$ cat src/rtl/lcd_pkg.sv
// Shared FSM state type, HD44780 command bytes, delays and hex conversion
// for the character-LCD hex display.
package lcd_pkg;

   typedef enum logic [3:0] {
      StPwrup,
      StInit,
      StLoad,
      StL1Addr,
      StL1Chr,
      StL2Addr,
      StL2Chr,
      StHoldoff,
      StIdle
   } lcd_state_e;

   localparam logic [7:0] LCD_FUNCSET = 8'h28;
   localparam logic [7:0] LCD_DISPON  = 8'h0C;
   localparam logic [7:0] LCD_ENTRY   = 8'h06;
   localparam logic [7:0] LCD_CLEAR   = 8'h01;
   localparam logic [7:0] LCD_LINE1   = 8'h80;
   localparam logic [7:0] LCD_LINE2   = 8'hC0;

   localparam int unsigned PWRUP_US      = 20000;
   localparam logic [15:0] INIT_WAIT1_US = 16'd5000;
   localparam logic [15:0] INIT_WAIT2_US = 16'd200;
   localparam logic [15:0] CMD_US        = 16'd40;
   localparam logic [15:0] CLEAR_US      = 16'd2000;

   function automatic logic [7:0] hex2ascii(input logic [3:0] nibble, input logic upper);
      if (nibble < 4'd10) begin
         return 8'h30 + {4'h0, nibble};
      end
      return (upper ? 8'h41 : 8'h61) + {4'h0, nibble} - 8'd10;
   endfunction

endpackage

$ cat src/rtl/lcd_byte_tx.sv
// 4-bit HD44780 write engine: one byte (or a lone high nibble) with
// setup/strobe/hold timing in microsecond units, then a post-wait.
module lcd_byte_tx #(
   parameter int unsigned CLK_MHZ = 100
) (
   input  logic        clk,
   input  logic        rst,
   input  logic        start,
   input  logic        rs,
   input  logic [7:0]  data_byte,
   input  logic        nibble_only,
   input  logic [15:0] post_wait_us,
   output logic        done,
   output logic        lcd_e,
   output logic        lcd_rs,
   output logic [3:0]  lcd_dat
);

   localparam int unsigned Unit   = (CLK_MHZ < 1) ? 1 : CLK_MHZ;
   localparam logic [31:0] CycMax = 32'(Unit - 1);

   typedef enum logic [2:0] {TxIdle, TxSetup, TxPulse, TxHold, TxGap, TxPost} tx_state_e;

   tx_state_e   state_q;
   logic [31:0] cyc_q;
   logic [15:0] us_q;
   logic        low_q;
   logic        nib_only_q;
   logic [3:0]  low_nib_q;
   logic [15:0] post_q;
   logic        phase_end;

   // Each phase lasts (us_q + 1) microseconds counted from cyc_q = 0.
   assign phase_end = (cyc_q == CycMax) && (us_q == '0);

   always_ff @(posedge clk) begin
      if (rst) begin
         state_q    <= TxIdle;
         cyc_q      <= '0;
         us_q       <= '0;
         low_q      <= 1'b0;
         nib_only_q <= 1'b0;
         low_nib_q  <= '0;
         post_q     <= '0;
         done       <= 1'b0;
         lcd_e      <= 1'b0;
         lcd_rs     <= 1'b0;
         lcd_dat    <= '0;
      end else begin
         done <= 1'b0;
         if (state_q != TxIdle) begin
            if (cyc_q == CycMax) begin
               cyc_q <= '0;
               if (us_q != '0) us_q <= us_q - 16'd1;
            end else begin
               cyc_q <= cyc_q + 32'd1;
            end
         end
         unique case (state_q)
            TxIdle: begin
               if (start) begin
                  low_nib_q  <= data_byte[3:0];
                  nib_only_q <= nibble_only;
                  post_q     <= post_wait_us;
                  low_q      <= 1'b0;
                  lcd_rs     <= rs;
                  lcd_dat    <= data_byte[7:4];
                  lcd_e      <= 1'b0;
                  cyc_q      <= '0;
                  us_q       <= '0;
                  state_q    <= TxSetup;
               end
            end
            TxSetup: begin
               if (phase_end) begin
                  lcd_e   <= 1'b1;
                  state_q <= TxPulse;
               end
            end
            TxPulse: begin
               if (phase_end) begin
                  lcd_e   <= 1'b0;
                  state_q <= TxHold;
               end
            end
            TxHold: begin
               if (phase_end) begin
                  if (!low_q && !nib_only_q) begin
                     state_q <= TxGap;
                  end else begin
                     state_q <= TxPost;
                     us_q    <= (post_q == '0) ? '0 : post_q - 16'd1;
                  end
               end
            end
            TxGap: begin
               if (phase_end) begin
                  lcd_dat <= low_nib_q;
                  low_q   <= 1'b1;
                  state_q <= TxSetup;
               end
            end
            TxPost: begin
               if (phase_end) begin
                  done    <= 1'b1;
                  state_q <= TxIdle;
               end
            end
            default: state_q <= TxIdle;
         endcase
      end
   end

endmodule

$ cat src/rtl/lcd_hex_display.sv
// HD44780 debug display: label on line 1, right-aligned hex value on line 2,
// redrawn only when the inputs change, at most once per holdoff period.
module lcd_hex_display
   import lcd_pkg::*;
#(
   parameter int unsigned CLK_MHZ    = 100,
   parameter int unsigned DATA_WIDTH = 32,
   parameter int unsigned HEX_UPPER  = 1,
   parameter int unsigned HOLDOFF_US = 100000
) (
   input  logic                  clk,
   input  logic                  rst,
   input  logic [127:0]          label,
   input  logic [DATA_WIDTH-1:0] data,
   input  logic                  hold,
   output logic                  busy,
   output logic                  lcd_e,
   output logic                  lcd_rs,
   output logic                  lcd_rw,
   output logic [3:0]            lcd_dat
);

   localparam int unsigned Unit        = (CLK_MHZ < 1) ? 1 : CLK_MHZ;
   localparam int unsigned HoldUs      = (HOLDOFF_US < 1) ? 1 : HOLDOFF_US;
   localparam logic [31:0] PwrupCycles = 32'(PWRUP_US * Unit - 1);
   localparam logic [31:0] HoldCycles  = 32'(HoldUs * Unit - 1);
   localparam int          Pad         = 16 - int'(DATA_WIDTH / 4);

   lcd_state_e            state_q;
   logic [31:0]           timer_q;
   logic [3:0]            idx_q;
   logic                  pend_q;
   logic                  tx_start_q;
   logic                  busy_q;
   logic [127:0]          label_snap_q;
   logic [DATA_WIDTH-1:0] data_snap_q;

   logic                  tx_done;
   logic                  tx_rs;
   logic                  tx_nib;
   logic [7:0]            tx_byte;
   logic [15:0]           tx_post;

   // Digit at position pos counts nibbles from the LSB as 15 - pos.
   function automatic logic [7:0] line2_char(input logic [3:0] pos,
                                             input logic [DATA_WIDTH-1:0] val);
      if (int'(pos) < Pad) return 8'h20;
      return hex2ascii(4'(val >> (4 * (15 - int'(pos)))), HEX_UPPER != 0);
   endfunction

   always_comb begin
      tx_rs   = 1'b0;
      tx_nib  = 1'b0;
      tx_byte = 8'h00;
      tx_post = CMD_US;
      unique case (state_q)
         StInit: begin
            tx_nib = (idx_q < 4'd4);
            case (idx_q)
               4'd0: begin
                  tx_byte = 8'h30;
                  tx_post = INIT_WAIT1_US;
               end
               4'd1: begin
                  tx_byte = 8'h30;
                  tx_post = INIT_WAIT2_US;
               end
               4'd2: tx_byte = 8'h30;
               4'd3: tx_byte = 8'h20;
               4'd4: tx_byte = LCD_FUNCSET;
               4'd5: tx_byte = LCD_DISPON;
               4'd6: tx_byte = LCD_ENTRY;
               default: begin
                  tx_byte = LCD_CLEAR;
                  tx_post = CLEAR_US;
               end
            endcase
         end
         StL1Addr: tx_byte = LCD_LINE1;
         StL1Chr: begin
            tx_rs   = 1'b1;
            tx_byte = label_snap_q[8 * (15 - int'(idx_q)) +: 8];
         end
         StL2Addr: tx_byte = LCD_LINE2;
         StL2Chr: begin
            tx_rs   = 1'b1;
            tx_byte = line2_char(idx_q, data_snap_q);
         end
         default: ;
      endcase
   end

   always_ff @(posedge clk) begin
      if (rst) begin
         state_q      <= StPwrup;
         timer_q      <= PwrupCycles;
         idx_q        <= '0;
         pend_q       <= 1'b0;
         tx_start_q   <= 1'b0;
         busy_q       <= 1'b1;
         label_snap_q <= '0;
         data_snap_q  <= '0;
      end else begin
         tx_start_q <= 1'b0;
         unique case (state_q)
            StPwrup: begin
               if (timer_q == '0) begin
                  state_q <= StInit;
                  idx_q   <= '0;
               end else begin
                  timer_q <= timer_q - 32'd1;
               end
            end
            StLoad: begin
               label_snap_q <= label;
               data_snap_q  <= data;
               state_q      <= StL1Addr;
            end
            StHoldoff: begin
               if (timer_q == '0) state_q <= StIdle;
               else timer_q <= timer_q - 32'd1;
            end
            StIdle: begin
               if (!hold && (label != label_snap_q || data != data_snap_q)) begin
                  state_q <= StLoad;
                  busy_q  <= 1'b1;
               end
            end
            default: begin
               // Transfer states: launch one item, advance when the engine finishes it.
               if (!pend_q) begin
                  tx_start_q <= 1'b1;
                  pend_q     <= 1'b1;
               end else if (tx_done) begin
                  pend_q <= 1'b0;
                  idx_q  <= idx_q + 4'd1;
                  case (state_q)
                     StInit: begin
                        if (idx_q == 4'd7) begin
                           state_q <= StLoad;
                           idx_q   <= '0;
                        end
                     end
                     StL1Addr: begin
                        state_q <= StL1Chr;
                        idx_q   <= '0;
                     end
                     StL1Chr: if (idx_q == 4'd15) state_q <= StL2Addr;
                     StL2Addr: begin
                        state_q <= StL2Chr;
                        idx_q   <= '0;
                     end
                     StL2Chr: begin
                        if (idx_q == 4'd15) begin
                           state_q <= StHoldoff;
                           timer_q <= HoldCycles;
                           busy_q  <= 1'b0;
                        end
                     end
                     default: ;
                  endcase
               end
            end
         endcase
      end
   end

   lcd_byte_tx #(
      .CLK_MHZ(CLK_MHZ)
   ) u_byte_tx (
      .clk         (clk),
      .rst         (rst),
      .start       (tx_start_q),
      .rs          (tx_rs),
      .data_byte   (tx_byte),
      .nibble_only (tx_nib),
      .post_wait_us(tx_post),
      .done        (tx_done),
      .lcd_e       (lcd_e),
      .lcd_rs      (lcd_rs),
      .lcd_dat     (lcd_dat)
   );

   assign lcd_rw = 1'b0;
   assign busy   = busy_q;

endmodule

$ cat config.mk
export PLATFORM = sky130hd
export DESIGN_NAME = lcd_hex_display
export DESIGN_NICKNAME = d
export VERILOG_FILES = /design/src/rtl/lcd_pkg.sv /design/src/rtl/lcd_byte_tx.sv /design/src/rtl/lcd_hex_display.sv
export SDC_FILE = /design/constraint.sdc
export NUM_CORES = 1
export LEC_CHECK = 0
export ABC_AREA = 1
export CAP_MARGIN = 20
export CORE_ASPECT_RATIO = 1.75
export CORE_UTILIZATION = 50
export DETAILED_ROUTE_END_ITERATION = 10
export DONT_BUFFER_PORTS = 1
export HOLD_SLACK_MARGIN = 0.02
export RECOVER_POWER = 25
export SYNTH_ARGS = -nofsm -noshare
export SYNTH_HDL_FRONTEND = slang
export SYNTH_HIERARCHICAL = 1
export SYNTH_SLANG_ARGS = --single-unit
$ cat constraint.sdc
create_clock -name clk -period 2.9 [get_ports clk]
set_clock_uncertainty 0.15 [all_clocks]
set_input_delay 0.58 -clock clk [delete_from_list [all_inputs] [get_ports clk]]
set_output_delay 0.58 -clock clk [all_outputs]
set_load 0.01 [all_outputs]
[Word level (Yosys, flattened, before mapping)]
Index checks and enable logic that the tools add are counted.
Cells by class
  eq/ne operators: 37
  multiply operators: 0
  $add $sub $neg: 9
  reductions and logical operators: 49
  order comparisons: 3
  shifts and indexed selects: 2
  div/mod/pow operators: 0
  bitwise logic cells: 4
  multiplexer cells: 75
Operator list (count)
  2-to-1 mux 32 bit: 9
  != test 128 bit: 1
  indexed part select 128 x 32 -> 8 bit: 1
  2-to-1 mux 16 bit: 7
  case mux 32 bit (2 select lines): 1
  2-to-1 mux 4 bit: 14
  case mux 8 bit (5 select lines): 1
  case mux 13 bit (3 select lines): 1
  adder 32 x 1 -> 32 bit (second input constant): 1
  equality test 32 x 7 -> 1 bit (second input constant): 1
  equality test 4 x 3 -> 1 bit (second input constant): 8
  zero test 16 bit: 2
  zero test 32 bit: 1
  2-to-1 mux 8 bit: 4
  != test 32 bit: 1
  case mux 16 bit (2 select lines): 1
  >> shifter 32 x 32 -> 4 bit: 1
  subtractor 16 x 1 -> 16 bit (second input constant): 2
  subtractor 32 x 1 -> 32 bit (second input constant): 1
  case mux 6 bit (5 select lines): 1
  case mux 4 bit (2 select lines): 3
  nonzero test 2 bit: 11
  2-to-1 mux 1 bit: 20
  case mux 4 bit (5 select lines): 1
  other kinds (42): 85
Word-level totals
  latch bits: 0
  memories kept: 0
  logic and storage cells: 198
  bits in read-only memories: 0
  output and inout bits: 8
  memory bits (writable): 0
  register bits: 283
  bits of input ports: 163

[Depth between registers and ports, before layout]
  depth in word-level cells: 11
  gate-level depth with buffers: 17
  depth with buffers taken out: 17

[Cells and area by module]
Netlist, hierarchy kept.
Modules (own cells, without submodules)
  lcd_hex_display: area an instance 11765.0 µm², times used 1, cells each 1815, seq. area each 4063.9 µm²
  lcd_byte_tx: area an instance 5326.4 µm², times used 1, cells each 873, seq. area each 1601.5 µm²

[Worst setup path after synthesis]
No wires, ideal clock.
  kind: register -> register
  from: reg idx_q[0]
  to: reg u_byte_tx.low_nib_q[0]
  clock period less this slack: 2.467 ns
  library setup time: 0.070 ns
  stages on the path, launching flop included: 14
  path slack: 0.433 ns
  path buffers: 4
  arrival: 2.247 ns
  required time: 2.680 ns
  cell sequence: dfxtp_1 -> clkbuf_2 -> inv_1 -> buf_2 -> buf_2 -> clkbuf_1 -> ha_1 -> o21ai_0 -> nand2_1 -> nor2_1 -> a21oi_1 -> o21ai_0 -> nand3_1 -> a21oi_1
On the way
  cells in the longest elaborated chain, start to end: 9
  elaborated cells on any way between the ends: 26
  those cells by class: 4 x add/sub; 2 x order compare; 6 x eq/ne; 2 x shift; 10 x mux; 2 x reduce/logical
RTL lines
  start: declaration: line lcd_hex_display.sv:31  | logic [3:0] idx_q;
  start signal: assignment: line lcd_hex_display.sv:136  | idx_q <= idx_q + 4'd1;
  parallel branches: the longest is 8 deep, another holds adder 7 x 4 -> 8 bit
  case mux 8 bit (5 select lines) (*): line lcd_hex_display.sv:56  | unique case (state_q)
  named net tx_byte[0]: line lcd_hex_display.sv:41  | logic [7:0] tx_byte;
  end signal: assignment: line lcd_byte_tx.sv:62  | low_nib_q <= data_byte[3:0];
  end: declaration: line lcd_byte_tx.sv:29  | logic [3:0] low_nib_q;
Mark *: on every way through the listed nets, which the timed path passes. The select of a mux whose other input is x is not followed.
A chain may end at the register's enable or synchronous reset.

[Worst setup path in the final report]
  from: reg u_byte_tx.state_q[0]
  to: reg u_byte_tx.cyc_q[8]
On the way
  cells in the longest elaborated chain, start to end: 4
  elaborated cells on any way between the ends: 5
  those cells by class: 3 x mux; 2 x reduce/logical
RTL lines
  start: declaration: line lcd_byte_tx.sv:24  | tx_state_e state_q;
  start signal: assignment: line lcd_byte_tx.sv:38  | state_q <= TxIdle;
  start signal: assignment: line lcd_byte_tx.sv:71  | state_q <= TxSetup;
  start signal: assignment: line lcd_byte_tx.sv:77  | state_q <= TxPulse;
  nonzero test 3 bit: line lcd_byte_tx.sv:51  | if (state_q != TxIdle) begin
  2-to-1 mux 32 bit: line lcd_byte_tx.sv:51
  2-to-1 mux 32 bit: line lcd_byte_tx.sv:61  | if (start) begin
  2-to-1 mux 32 bit (*): line lcd_byte_tx.sv:59  | unique case (state_q)
  end signal: assignment: line lcd_byte_tx.sv:56  | cyc_q <= cyc_q + 32'd1;
  end: declaration: line lcd_byte_tx.sv:25  | logic [31:0] cyc_q;
Mark *: on every way between the ends. The rest lies on a longest branch, timed or not.

==> results by group <==
Global route
  – Largest net degree at the start of global routing: about 120
  – Met1 Resource Use GR: 0.349
  – Most used routing layer: met2
  – First-pass GRT wire length: between 90 and 100 mm
  – Initial antenna violation count: 0
  – Grt ovf: 0
  – Vias in the first global route: about 18000
  – GRT Total Usage: 0.353
  – M3 GR Usage: 0.0531
  – GRT met2 Usage: 0.644

Min path
  – Cell count of the worst hold path: 2
  – Hold Startpoint: label[67]
  – Worst hold path type: in -> reg

STA
  – Min cycle time layout: approximately 2700 ps
  – Worst-Margin Slew: 914 ps
  – Final hold viol count: 0
  – Final period util: 0.936
  – Setup TNS: 0 ps
  – Max-slew violation count: 0
  – Final worst setup slack: roughly 190 ps
  – RSZ-0062 raised after global routing: no
  – Final Setup Violations: 0
  – FMAX: 368 MHz
  – Slew HR: 0.390

Outcome
  – Status: completed

Placement
  – Dpl ws: between 150 and 200 ps
  – HPWL after DPL: 43.9 mm
  – Global placer's final weighted congestion: ~0.99
  – Number of buffers added on ports: 0

Setup path
  – Worst R2R Path Depth: 8
  – Reg2reg setup slack: between 150 and 200 ps
  – Required @ worst endpoint: about 3300 ps
  – Crit start category: flop
  – Critical-path maximum fanout: 36
  – Crit end category: flop
  – Crit-path cells: nor2_1 -> nand2_2 -> clkbuf_2 -> nor2_4 -> clkbuf_2 -> o21ai_0 -> nor2_1 -> o21a_1
  – CP startpoint: u_byte_tx/state_q[0]
  – Crit-path slowest cell: clkbuf_2
  – Worst path max stage delay: 700 ps
  – CP Class: reg -> reg
  – Worst R2R Start: u_byte_tx/state_q[0]
  – Crit path DAT: 3080 ps

Clocking
  – CTS Buf Count: 29
  – Later-pin clock latency in the skew report: between 500 and 600 ps
  – CTS sink cnt: 283
  – CTS tree: yes
  – CTS max path bufs: 3
  – Reg clk slew, reported paths: about 70 ps
  – Post-CTS Setup Bufs: 0
  – H-tree lvl count: 1
  – CTS Root Buffer Type: clkbuf_16

Logic synthesis
  – Post-synth EDFFs: 0
  – Ys async rst share: 0
  – Main synth FF type: dfxtp_1
  – Yosys reg bits: about 280
  – Post-synthesis cell area: 17100 µm²
  – Mapped Avg Cell Area: about 6.4 µm²
  – Synth unique cells: 62
  – Yosys warning count: 6
  – Cells after synthesis: between 2000 and 3000
  – Register area share after synthesis: 0.331

Cells and area
  – Share of layout cells above drive strength 1: 0.0553
  – Syn-to-layout area delta: 17.6%
  – Filler cells: ~3300
  – Antenna diodes: 0
  – Total Nets Final: 2975

Flow run
  – Max cap viols: 0

Die
  – Initial core utilization: 0.507
  – Die area: between 30000 and 40000 µm²
  – Die width: 142 µm
  – Chip Height: between 200 and 250 µm
  – Row Count: between 80 and 90
  – IO Pins: ~170
  – Core area: around 34000 µm²

Drt
  – Drt pass-1 iters: 7
  – DR WL/cell: about 19 µm
  – DRC Markers: 0
  – Final wirelength: 61.9 mm
  – Total number of vias: ~18000
  – Initial DRC Count: about 1200
  – Antenna Nets Post-Route: 0
  – Vias/cell: around 5.5

Pwr
  – Peak supply drop: 0.642 mV
  – Leak pwr: around 0.0084 µW
  – Pwr Density: slightly above 800 nW/µm²
## cell usage after synthesis, types with 9 or more instances
master    instances  share of area
dfxtp_1         283           0.33
nor3_1           30         0.0088
nand3_1         115          0.034
nor2_2           11         0.0040
clkbuf_1         91          0.020
xor2_1           16         0.0082
o21ai_0         325          0.095
nand2_1         551           0.12
ha_1             10         0.0073
or2_2            11         0.0040
o221ai_1         10         0.0051
o22ai_1          11         0.0040
o21ai_1          10         0.0029
inv_2            17         0.0037
o211ai_1         19         0.0083
nand4_1          36          0.013
inv_1           211          0.046
nor2_1          521           0.11
a21oi_1         169          0.049
a31oi_1           9         0.0033
xnor2_1         121          0.062
buf_2            18         0.0053
## critical path, delay by kind of cell, from the launching register on
family / cells / cell delay [ps]
buffers and inverters: 2 / 1080
AND/OR/NAND/NOR: 4 / 570
flip-flops: 1 / 380
AO/OA/AOI/OAI: 2 / 450
## sequential cells by signal, indices dropped and copies added, names as in the netlist, 3 cells and up
signal,flops
data_snap_q,32
idx_q,4
label_snap_q,128
state_q,4
timer_q,32
u_byte_tx/cyc_q,32
u_byte_tx/lcd_dat,4
u_byte_tx/low_nib_q,4
u_byte_tx/post_q,16
u_byte_tx/state_q,3
u_byte_tx/us_q,16
## layer usage
| layer | share of wire | routed length [µm] |
|---|---|---|
| met4 | 0.093 | 5740 |
| met2 | 0.50 | 31000 |
| met5 | 0 | 0 |
| met1 | 0.34 | 21300 |
| met3 | 0.062 | 3860 |
## layout by cell type, fill, tap and decap left out, types with 11 or more instances in the layout
cell	netlist	final
xnor2_1	121	121
nand4_1	36	36
dfxtp_1	283	281
nor2_1	521	521
clkbuf_16	0	29
o211ai_1	19	19
o22ai_1	11	11
buf_4	2	25
or2_2	11	11
nor3_1	30	31
a21oi_1	169	169
nand3_1	115	115
xor2_1	16	16
o21ai_0	325	325
inv_2	17	16
nand2_1	551	552
inv_1	211	210
nor2_2	11	11
dlygate4sd3_1	0	159
## worst paths after layout
kind                               end
hold / removal        label_snap_q[67]
setup / recovery    u_byte_tx/cyc_q[8]
setup reg to reg    u_byte_tx/cyc_q[8]
hold reg to reg   u_byte_tx/nib_only_q
## cell type report
type	instances	area, µm²	share of cell area
Clock buffer	37	776	0.0386
Clock inverter	15	186	0.00928
Inverter	234	888	0.0442
Multi-Input combinational cell	2061	10100	0.501
Sequential cell	283	5670	0.282
Tap cell	455	569	0.0283
Timing Repair Buffer	193	1940	0.0964
## kinds of logic after synthesis
group,synth area share
simple gates,0.329
flops,0.331
other cells,0.000219
fa+ha+maj,0.00732
buf+inv,0.0806
compound gates,0.181
xor+xnor,0.0702
## what timing repair did
item                                    4_1_cts  5_1_grt
hold buffers                                160        0
resized for setup                             0        1
endpoints found under the setup margin        0        2
endpoints found under the hold margin       216        0
## per-stage QoR
step,power (µW),std cells,hold slack (ps),cell area (µm²),utilization
2_1_floorplan,10200,2695,291,17100,-
3_3_place_gp,12000,3066,296,17500,0.519
3_5_place_dp,12100,3066,298,17500,0.519
4_1_cts,16300,3278,25.4,20100,0.596
5_1_grt,17400,3278,45.5,20100,0.595
6_report,16300,3278,40.1,20100,0.595
## power by group
| group | total [µW] | internal [µW] | switching [µW] |
|---|---|---|---|
| sequential | 5440 | 4630 | 808 |
| combinational | 6940 | 2260 | 4680 |
| clock | 3940 | 2240 | 1700 |
Power figures use the tool's default switching activity.
==> patch: new RTL, config.mk and constraints unchanged <==
`DATA_WIDTH`: 32 -> 16.
--- a/src/rtl/lcd_hex_display.sv
+++ b/src/rtl/lcd_hex_display.sv
@@ -4,7 +4,7 @@
    import lcd_pkg::*;
 #(
    parameter int unsigned CLK_MHZ    = 100,
-   parameter int unsigned DATA_WIDTH = 32,
+   parameter int unsigned DATA_WIDTH = 16,
    parameter int unsigned HEX_UPPER  = 1,
    parameter int unsigned HOLDOFF_US = 100000
 ) (
Interface: changed (resized data); port bits go from 171 to 155. The function was not compared with the original's and may differ.
==> patch against the unedited design <==
Clock power decreased by 12%; die area decreased by 6.0%; combinational power rose by 0.6%; sequential share of layout area rose by 0.69 points; count of clock-buffer cells in the layout increased by 7; worst setup slack better by 220 ps; hold slack got worse by 8.7 ps; total power down 2.2%; design area is 7.9% lower; largest power group unchanged; sequential cell count down 16; wire length down 17%; area after synthesis is 6.1% lower; final cell count down 8.3%.
==> patch: results (changes against the unedited design) <==
stage,metric,value,unit,change
power_and_ir_drop,Int Power,8930,µW,-2.3%
clock_tree,clk root buf,clkbuf_16,,
detailed_routing,Remaining DRCs,0,,unchanged
clock_tree,H-tree depth,1,,unchanged
clock_tree,buffer count from post-CTS setup fixing,0,,unchanged
place,RD Place Congestion,0.944,,-4.4%
logic_synthesis,sequential area share after synthesis,33.3,%,+0.15 points
critical_path,FF-to-FF setup slack,450,ps,+260 ps
detailed_routing,Wirelength per Cell,17.1,µm,-9.5%
critical_path,slowest CP cell,dlygate4sd3_1,,
sta,worst slew pin tran,874,ps,-39.7 ps
place,post-DP HPWL,36400,µm,-17%
power_and_ir_drop,Lkg Pwr,0.00770,µW,-8.0%
global_route,largest net degree at the start of global routing,150,,+26%
cells_and_area,ratio of cells with drive above 1 in the final layout,5.71,%,+0.18 points
run_status,outcome,completed,,
logic_synthesis,adder-cell share of the synthesized area,0.780,%,+0.047 points
clock_tree,CTS Buf Count,28,,-3.4%
cells_and_area,area of the multi-input gates,9520,µm²,-5.5%
power_and_ir_drop,Comb power frac,43.7,%,+1.2 points
clock_tree,cts hold-fix bufs,126,,-21%
detailed_routing,1st-iter DRT viols,956,,-23%
sta,Max Fclk,402,MHz,+9.0%
logic_synthesis,post-synthesis mux area share,0,%,unchanged
clock_tree,clk buf depth,3,,unchanged
clock_tree,Skew-Pair Late Insertion Delay,560,ps,-20 ps
place,Port Buffers,0,,unchanged
place,dpl cells,2833,,-7.6%
detailed_routing,Vias/cell,5.44,,-1.4%
logic_synthesis,post-synthesis area per instance,6.39,µm²,+0.57%
detailed_routing,total iterations of the first detailed-routing run,5,,-2
global_route,global-route wire length before repair,81000,µm,-15%
clock_tree,# resized after CTS,0,,unchanged
power_and_ir_drop,P_sw,7030,µW,-2.1%
global_route,number of global-route vias before repair,16100,,-9.1%
logic_synthesis,Post-synth top cells,"nor2_1 (501), nand2_1 (496), o21ai_0 (303)",,
logic_synthesis,number of library cell types mapped by synthesis,55,,-11%
critical_path,"CP delay by family, top",simple AND/OR/NAND/NOR gates,,
logic_synthesis,Synth area leaders,"dfxtp_1 (33%), nor2_1 (12%), nand2_1 (12%)",,
place,DP Worst Slack,376,ps,+184 ps
place,Post-DP Area,16400,µm²,-6.5%
critical_path,worst stage delay on the critical path,550,ps,-150 ps
critical_path,worst-path maximum fanout,7,,-81%
power_and_ir_drop,VDD IR-drop max,0.634,mV,-1.2%
global_route,Tot GR Track Use,31.5,%,-3.8 points
logic_synthesis,"FFs w/ async S/R, synth",0,%,unchanged
detailed_routing,total routed wirelength,51300,µm,-17%
power_and_ir_drop,clock-net power,3450,µW,-12%
cells_and_area,filler cell count in the final layout,3121,,-6.7%
clock_tree,"CTS clk-pin slew, worst paths",70,ps,about the same
sta,hold_ws,31.4,ps,-8.71 ps
logic_synthesis,post-synthesis compound-gate area fraction,17.0,%,-1.1 points
logic_synthesis,post-synthesis xor/xnor area fraction,7.58,%,+0.56 points
## patch: cell types whose count changed after synthesis, sizes merged, moves of 9 or more
cell / unedited run / this run
nand2: 561 / 510
inv: 229 / 202
o21ai: 335 / 309
dfxtp: 283 / 267
nor2: 540 / 524
nand4: 39 / 24
a21oi: 169 / 155
o211ai: 19 / 5
nand3: 120 / 131
or2: 15 / 24
## patch: worst paths after layout
check,start,endpoint,cells past startpoint
setup reg to reg,idx_q[1],u_byte_tx/low_nib_q[2],12
hold reg to reg,pend_q,tx_start_q,1
setup / recovery,data[15],state_q[3],17
hold / removal,label[66],label_snap_q[66],2
## patch: layout make-up
cell class | count | area share (%)
inverters | 203 | 4.13
multi-input cells | 1941 | 51.4
flip-flops and latches | 267 | 28.9
clock buffers | 44 | 4.44
repair buffers | 152 | 8.31
well taps | 396 | 2.68
clock inverters | 3 | 0.101
## patch: routing by layer
metal  global-route usage [%]  share of wire [%]
met3                     4.47                5.0
met2                     58.9                 52
met5                        0                  0
met4                     20.9                7.1
met1                     31.4                 36
